--- src/rtl/pio_sequencer.sv ---
// Loads a PIO instruction image and per-machine config from registered ROMs,
// then arbitrates round-robin TX-FIFO pushes from four requesters onto the PIO command port.
module pio_sequencer #(
  parameter int         PROG_LEN  = 32,
  parameter int         CONF_LEN  = 10,
  parameter logic [3:0] CONF_MASK = 4'b0011
) (
  input  logic         clk,
  input  logic         reset,
  input  logic         reload,
  output logic [4:0]   prog_addr,
  input  logic [15:0]  prog_data,
  output logic [1:0]   conf_sm,
  output logic [4:0]   conf_idx,
  input  logic [35:0]  conf_data,
  output logic [3:0]   action,
  output logic [4:0]   index,
  output logic [1:0]   mindex,
  output logic [31:0]  din,
  input  logic [3:0]   tx_full,
  input  logic [3:0]   req,
  input  logic [127:0] req_data,
  output logic [3:0]   ack,
  output logic         ready,
  output logic [1:0]   dbg_state
);

  // Handshake: a requester holds req/req_data until it sees its one-cycle ack
  // pulse; dropping req before ack withdraws the request.

  typedef enum logic [1:0] {
    ST_PROG = 2'd0,
    ST_CONF = 2'd1,
    ST_RUN  = 2'd2
  } state_t;

  localparam logic [4:0] PROG_LAST = 5'(PROG_LEN - 1);
  localparam logic [4:0] CONF_LAST = 5'(CONF_LEN - 1);

  state_t      state_q, state_d;
  logic [4:0]  prog_addr_q, prog_addr_d;
  logic [1:0]  conf_sm_q, conf_sm_d;
  logic [4:0]  conf_idx_q, conf_idx_d;
  logic        s1_prog_q, s1_prog_d;
  logic        s1_conf_q, s1_conf_d;
  logic [4:0]  s1_idx_q, s1_idx_d;
  logic [1:0]  s1_m_q, s1_m_d;
  logic [3:0]  action_q, action_d;
  logic [4:0]  index_q, index_d;
  logic [1:0]  mindex_q, mindex_d;
  logic [31:0] din_q, din_d;
  logic [3:0]  ack_q, ack_d;
  logic        ready_q, ready_d;
  logic [1:0]  rr_q, rr_d;

  logic [1:0]  first_m, next_m;
  logic        has_next;
  logic [3:0]  elig;
  logic        grant_vld;
  logic [1:0]  grant_i, cand;

  // Lowest configured machine, and the next configured one above conf_sm_q.
  always_comb begin
    first_m  = 2'd0;
    next_m   = conf_sm_q;
    has_next = 1'b0;
    for (int i = 3; i >= 0; i--) begin
      if (CONF_MASK[i]) begin
        first_m = 2'(i);
        if (i > int'(conf_sm_q)) begin
          has_next = 1'b1;
          next_m   = 2'(i);
        end
      end
    end
  end

  // A machine granted last cycle is masked so its tx_full has time to update.
  always_comb begin
    elig      = req & ~tx_full & ~ack_q;
    grant_vld = 1'b0;
    grant_i   = rr_q;
    cand      = rr_q;
    for (int k = 3; k >= 0; k--) begin
      cand = rr_q + 2'(k);
      if (elig[cand]) begin
        grant_vld = 1'b1;
        grant_i   = cand;
      end
    end
  end

  always_comb begin
    state_d     = state_q;
    prog_addr_d = prog_addr_q;
    conf_sm_d   = conf_sm_q;
    conf_idx_d  = conf_idx_q;
    s1_prog_d   = 1'b0;
    s1_conf_d   = 1'b0;
    s1_idx_d    = prog_addr_q;
    s1_m_d      = conf_sm_q;
    action_d    = 4'd0;
    index_d     = 5'd0;
    mindex_d    = 2'd0;
    din_d       = 32'd0;
    ack_d       = 4'd0;
    ready_d     = ready_q;
    rr_d        = rr_q;

    // ROM data arrives one cycle after its address; issue it from the tag.
    if (s1_prog_q) begin
      action_d = 4'd1;
      index_d  = s1_idx_q;
      din_d    = {16'h0000, prog_data};
    end else if (s1_conf_q) begin
      action_d = conf_data[35:32];
      din_d    = conf_data[31:0];
      mindex_d = s1_m_q;
    end

    case (state_q)
      ST_PROG: begin
        s1_prog_d = 1'b1;
        if (prog_addr_q == PROG_LAST) begin
          if (CONF_MASK == 4'd0) begin
            state_d = ST_RUN;
          end else begin
            state_d    = ST_CONF;
            conf_sm_d  = first_m;
            conf_idx_d = 5'd0;
          end
        end else begin
          prog_addr_d = prog_addr_q + 5'd1;
        end
      end
      ST_CONF: begin
        s1_conf_d = 1'b1;
        if (conf_idx_q == CONF_LAST) begin
          if (has_next) begin
            conf_sm_d  = next_m;
            conf_idx_d = 5'd0;
          end else begin
            state_d = ST_RUN;
          end
        end else begin
          conf_idx_d = conf_idx_q + 5'd1;
        end
      end
      ST_RUN: begin
        if (ready_q) begin
          if (reload) begin
            state_d     = ST_PROG;
            ready_d     = 1'b0;
            prog_addr_d = 5'd0;
            conf_sm_d   = 2'd0;
            conf_idx_d  = 5'd0;
            rr_d        = 2'd0;
          end else if (grant_vld) begin
            action_d       = 4'd4;
            mindex_d       = grant_i;
            din_d          = req_data[32*grant_i +: 32];
            ack_d[grant_i] = 1'b1;
            rr_d           = grant_i + 2'd1;
          end
        end else if (!s1_prog_q && !s1_conf_q) begin
          ready_d = 1'b1;
        end
      end
      default: state_d = ST_PROG;
    endcase
  end

  always_ff @(posedge clk or posedge reset) begin
    if (reset) begin
      state_q     <= ST_PROG;
      prog_addr_q <= 5'd0;
      conf_sm_q   <= 2'd0;
      conf_idx_q  <= 5'd0;
      s1_prog_q   <= 1'b0;
      s1_conf_q   <= 1'b0;
      s1_idx_q    <= 5'd0;
      s1_m_q      <= 2'd0;
      action_q    <= 4'd0;
      index_q     <= 5'd0;
      mindex_q    <= 2'd0;
      din_q       <= 32'd0;
      ack_q       <= 4'd0;
      ready_q     <= 1'b0;
      rr_q        <= 2'd0;
    end else begin
      state_q     <= state_d;
      prog_addr_q <= prog_addr_d;
      conf_sm_q   <= conf_sm_d;
      conf_idx_q  <= conf_idx_d;
      s1_prog_q   <= s1_prog_d;
      s1_conf_q   <= s1_conf_d;
      s1_idx_q    <= s1_idx_d;
      s1_m_q      <= s1_m_d;
      action_q    <= action_d;
      index_q     <= index_d;
      mindex_q    <= mindex_d;
      din_q       <= din_d;
      ack_q       <= ack_d;
      ready_q     <= ready_d;
      rr_q        <= rr_d;
    end
  end

  assign prog_addr = prog_addr_q;
  assign conf_sm   = conf_sm_q;
  assign conf_idx  = conf_idx_q;
  assign action    = action_q;
  assign index     = index_q;
  assign mindex    = mindex_q;
  assign din       = din_q;
  assign ack       = ack_q;
  assign ready     = ready_q;
  assign dbg_state = state_q;

endmodule

--- config.mk ---
export PLATFORM = sky130hd
export DESIGN_NAME = pio_sequencer
export DESIGN_NICKNAME = d
export VERILOG_FILES = /design/src/rtl/pio_sequencer.sv
export SDC_FILE = /design/constraint.sdc
export NUM_CORES = 1
export LEC_CHECK = 0
export CELL_PAD_IN_SITES_DETAIL_PLACEMENT = 0
export CELL_PAD_IN_SITES_GLOBAL_PLACEMENT = 1
export CORE_MARGIN = 2
export CORE_UTILIZATION = 29
export CTS_CLUSTER_DIAMETER = 40
export CTS_CLUSTER_SIZE = 12
export DETAILED_ROUTE_END_ITERATION = 7
export PLACE_DENSITY_LB_ADDON = 0.1
export SLEW_MARGIN = 20
export SYNTH_ARGS = -nofsm -noshare
export SYNTH_HDL_FRONTEND = slang
export SYNTH_SLANG_ARGS = --single-unit
--- constraint.sdc ---
create_clock -name clk -period 4.5 [get_ports clk]
set_clock_uncertainty 0.05 [all_clocks]
set_input_delay 0.9 -clock clk [delete_from_list [all_inputs] [get_ports clk]]
set_output_delay 0.9 -clock clk [all_outputs]
set_load 0.01 [all_outputs]
==> flow_summary.ini <==
[status]
outcome = completed

[synth]
synth_seq_cells = 71
synth.area.top_cells = dfrtp_1 (44%), mux2i_1 (7.9%), mux2_4 (4.8%)
async_flop_share = 1.000
yosys_warnings = 0
ys_seq_area_frac = 0.4403
avgSynthCellArea_um2 = 10.85
syn_area_um2 = 4035
synth-edff-count = 0
synth.top_cell.area_share = 0.4403
synthCells = 372
syn_nets = 571
yosysTopAreaCell = dfrtp_1
yosysUniqueCellTypes = 52
synth_top_flop_cell = dfrtp_1

[power_and_ir_drop]
p_leak_uw = 0.002990
internal-power_uw = 1993
p_switching_uw = 994.6
power-per-cell-area_nw_per_um2 = 430.3
seqPwrFrac = 0.333
switching_share = 0.3329
p_clk_frac = 0.233
comb_power_share = 0.434
ir_drop_uv = 219.6
power_uw = 2988

[final_layout]
final_nets = 813
diodes = 0
area_delta_synth_final_pct = 72.09
layoutNonFillerInstCount = 799
drive_above_1_share = 0.07754
finish.utilization = 0.5062
fill_cells = 1253

[global_route]
antenna_found_initial = 0
busiest_layer = met2
grt_max_degree = 52
grtUsageMet3 = 0.06835
grt_pass1_vias = 3937
grt_use_total = 0.1933
use_met2 = 0.3359
use_met1 = 0.2260
grt_pass1_wl_mm = 21.85
overflow = 0

[floorplan]
chipWidth_um = 122.0
rows = 43
die_area_um2 = 14870
pin_count = 253
core_region_area_um2 = 13720
die_h_um = 122.0
initial_utilization = 0.2941

[clocking]
cts_tree = done
holdBufCountCts = 0
ctsResizeCount = 0
clock-sinks = 71
root_buffer = clkbuf_16
cts_max_level = 3
post-cts-setup-buffer-count = 0
clk_latency_ps = 330
clock_path_buffers = 2
cts_buffers = 9
path_clk_slew_ps = 60

[setup_path]
critPathLaunch = req[0]
timing.rr.end = din[9]$_DFF_PP0_
slowest_delay_ps = 470
worst_setup_path_end_kind = flop
ff2ff_path_depth = 8
worst-setup-path-type = in2reg
reg2reg_setup_slack_ps = 1580
crit_arrival_ps = 3670
required_ps = 4640
worst_path_dominant_cell_family = buffers and inverters
worst-path-buf-inv = 3
critPathMaxFanout = 32
path_cells = clkdlybuf4s50_1, or3b_1, o22a_1, o22ai_4, nor2_8, inv_6, buf_4, mux2i_1, o221ai_1
start_kind = primary input
cp_slowest_cell = clkdlybuf4s50_1
timing.rr.start = ack[0]$_DFF_PP0_

[detailed_routing]
wl_mm = 14.56
drtIter0Drc = 273
route.detailed.drc = 0
dr.pass1.iters = 4
ant_nets = 0
routedWlPerCell_um = 18.22
vias = 3929
routed_via_density = 4.917

[timing]
tns_ps = 0
period_share = 0.7847
worst_pin_slew_ps = 915.4
rsz0062_at_grt = false
slew_violations = 0
min_period_ps = 3531
fmax_mhz = 283.2
finalHoldViolCount = 0
relSlewSlack = 0.3890
finalSetupViolCount = 0

[placed_design]
gp_congestion = 0.7624
io_buffers = 251
dp.cells = 783
dp_hpwl_mm = 11.10

[job]
maxCapViolations = 0

[hold_path]
min-delay-path-class = reg2reg
hold_depth = 1
hold_end = index[1]$_DFF_PP0_
min_from = s1_idx_q[1]$_DFF_PP0_
-- stage by stage --
step | setup slack (ps) | cell area (um2) | hold slack [ps]
after detailed placement | 603.3 | 6650 | 385.2
after global placement | 710.0 | 6650 | 379.2
after floorplan | 1600 | 4035 | 377.7
after CTS | 967.5 | 6944 | 399.1
after global routing | 819.0 | 6944 | 417.6
final | 969.0 | 6944 | 396.0
-- synthesized netlist by cell type, types with 2 or more instances --
| library cell | instances |
|---|---|
| ha_1 | 8 |
| nand3_1 | 20 |
| clkbuf_1 | 14 |
| nand2_1 | 29 |
| or3b_1 | 2 |
| and2_1 | 11 |
| o21ai_0 | 26 |
| mux2_1 | 3 |
| dfrtp_1 | 71 |
| o22a_1 | 3 |
| buf_8 | 2 |
| a21oi_1 | 20 |
| o221ai_1 | 17 |
| o22ai_1 | 2 |
| mux2_4 | 13 |
| and3_1 | 4 |
| nor3b_4 | 2 |
| buf_2 | 4 |
| nor2_1 | 10 |
| buf_6 | 3 |
| nand2b_1 | 3 |
| mux2i_1 | 32 |
| a22o_1 | 19 |
| a221o_1 | 16 |
| nor3_1 | 3 |
| nor3b_1 | 2 |
| inv_1 | 6 |
| nor2b_1 | 3 |
-- metal layers --
layer  vias to the layer above  routed length, um
met3                        10               1467
met4                         0                141
met2                       190               7329
met1                      1843               5619
li1                       1886                  -
met5                         -                  0
-- power by group through the flow --
stage / clock [uW] / sequential (uW) / combinational (uW)
detailed placement: 0 / 1010 / 1310
CTS: 716 / 1000 / 1320
floorplan: 0 / 1040 / 647
finish: 695 / 995 / 1300
global route: 742 / 1030 / 1420
global placement: 0 / 1000 / 1300
-- worst max path at each step --
stage / endpoint / slack (ps) / cells past startpoint
after floorplan: din[18]$_DFF_PP0_ / 1600 / 8
after global placement: din[13]$_DFF_PP0_ / 710 / 9
after detailed placement: din[10]$_DFF_PP0_ / 600 / 9
after CTS: din[9]$_DFF_PP0_ / 970 / 9
after global routing: din[11]$_DFF_PP0_ / 820 / 9
final: din[9]$_DFF_PP0_ / 970 / 9
-- kinds of logic (layout without fill, tap and decap cells) --
logic type	after synthesis	after routing	synth area share
compound gates	111	111	0.2043
simple gates	98	98	0.1392
flops	71	71	0.4403
mux	49	49	0.1389
buf+inv	33	280	0.04930
fa+ha+maj	8	8	0.02481
other cells	1	1	0.0009293
xor+xnor	1	1	0.002171
-- final cells by class --
type                    count  area (um2)  area share
repair buffers            256        2550      0.3672
well taps                 180       225.2     0.03243
clock inverters             5       41.29    0.005946
clock buffers              11       252.7     0.03640
flip-flops and latches     71        1777      0.2559
multi-input cells         268        2062      0.2969
inverters                   8       36.28    0.005225
-- placed cells by master (no fill, tap or decap), types with 3 or more instances in the layout --
master and instances:
o22a_1 3, nor2_1 10, ha_1 8, a221o_1 16, dfrtp_1 71, nand2_1 29, inv_1 5, clkbuf_16 9
o21ai_0 26, clkdlybuf4s50_1 251, mux2i_1 32, nand3_1 20, a22o_1 19, a21oi_1 20, and2_1 11, buf_4 5
nand2b_1 3, mux2_1 3, o221ai_1 17, nor3_1 3, mux2_4 13, and3_1 4
-- worst register-to-register path: cells and delay by family, from the launching register on --
family          cells  cell delay, ps
simple gates        2             490
mux                 1             260
buf+inv             2             730
flops               1             410
compound gates      3             850
-- registers in the layout (all words and copies together) (netlist names), 2 cells and up --
signal / count
mindex: 2
prog_addr: 5
dbg_state: 2
action: 4
conf_idx: 5
index: 5
din: 32
ack: 4
s1_idx_q: 5
rr_q: 2
Note: power is estimated with default switching activity, not from simulation.
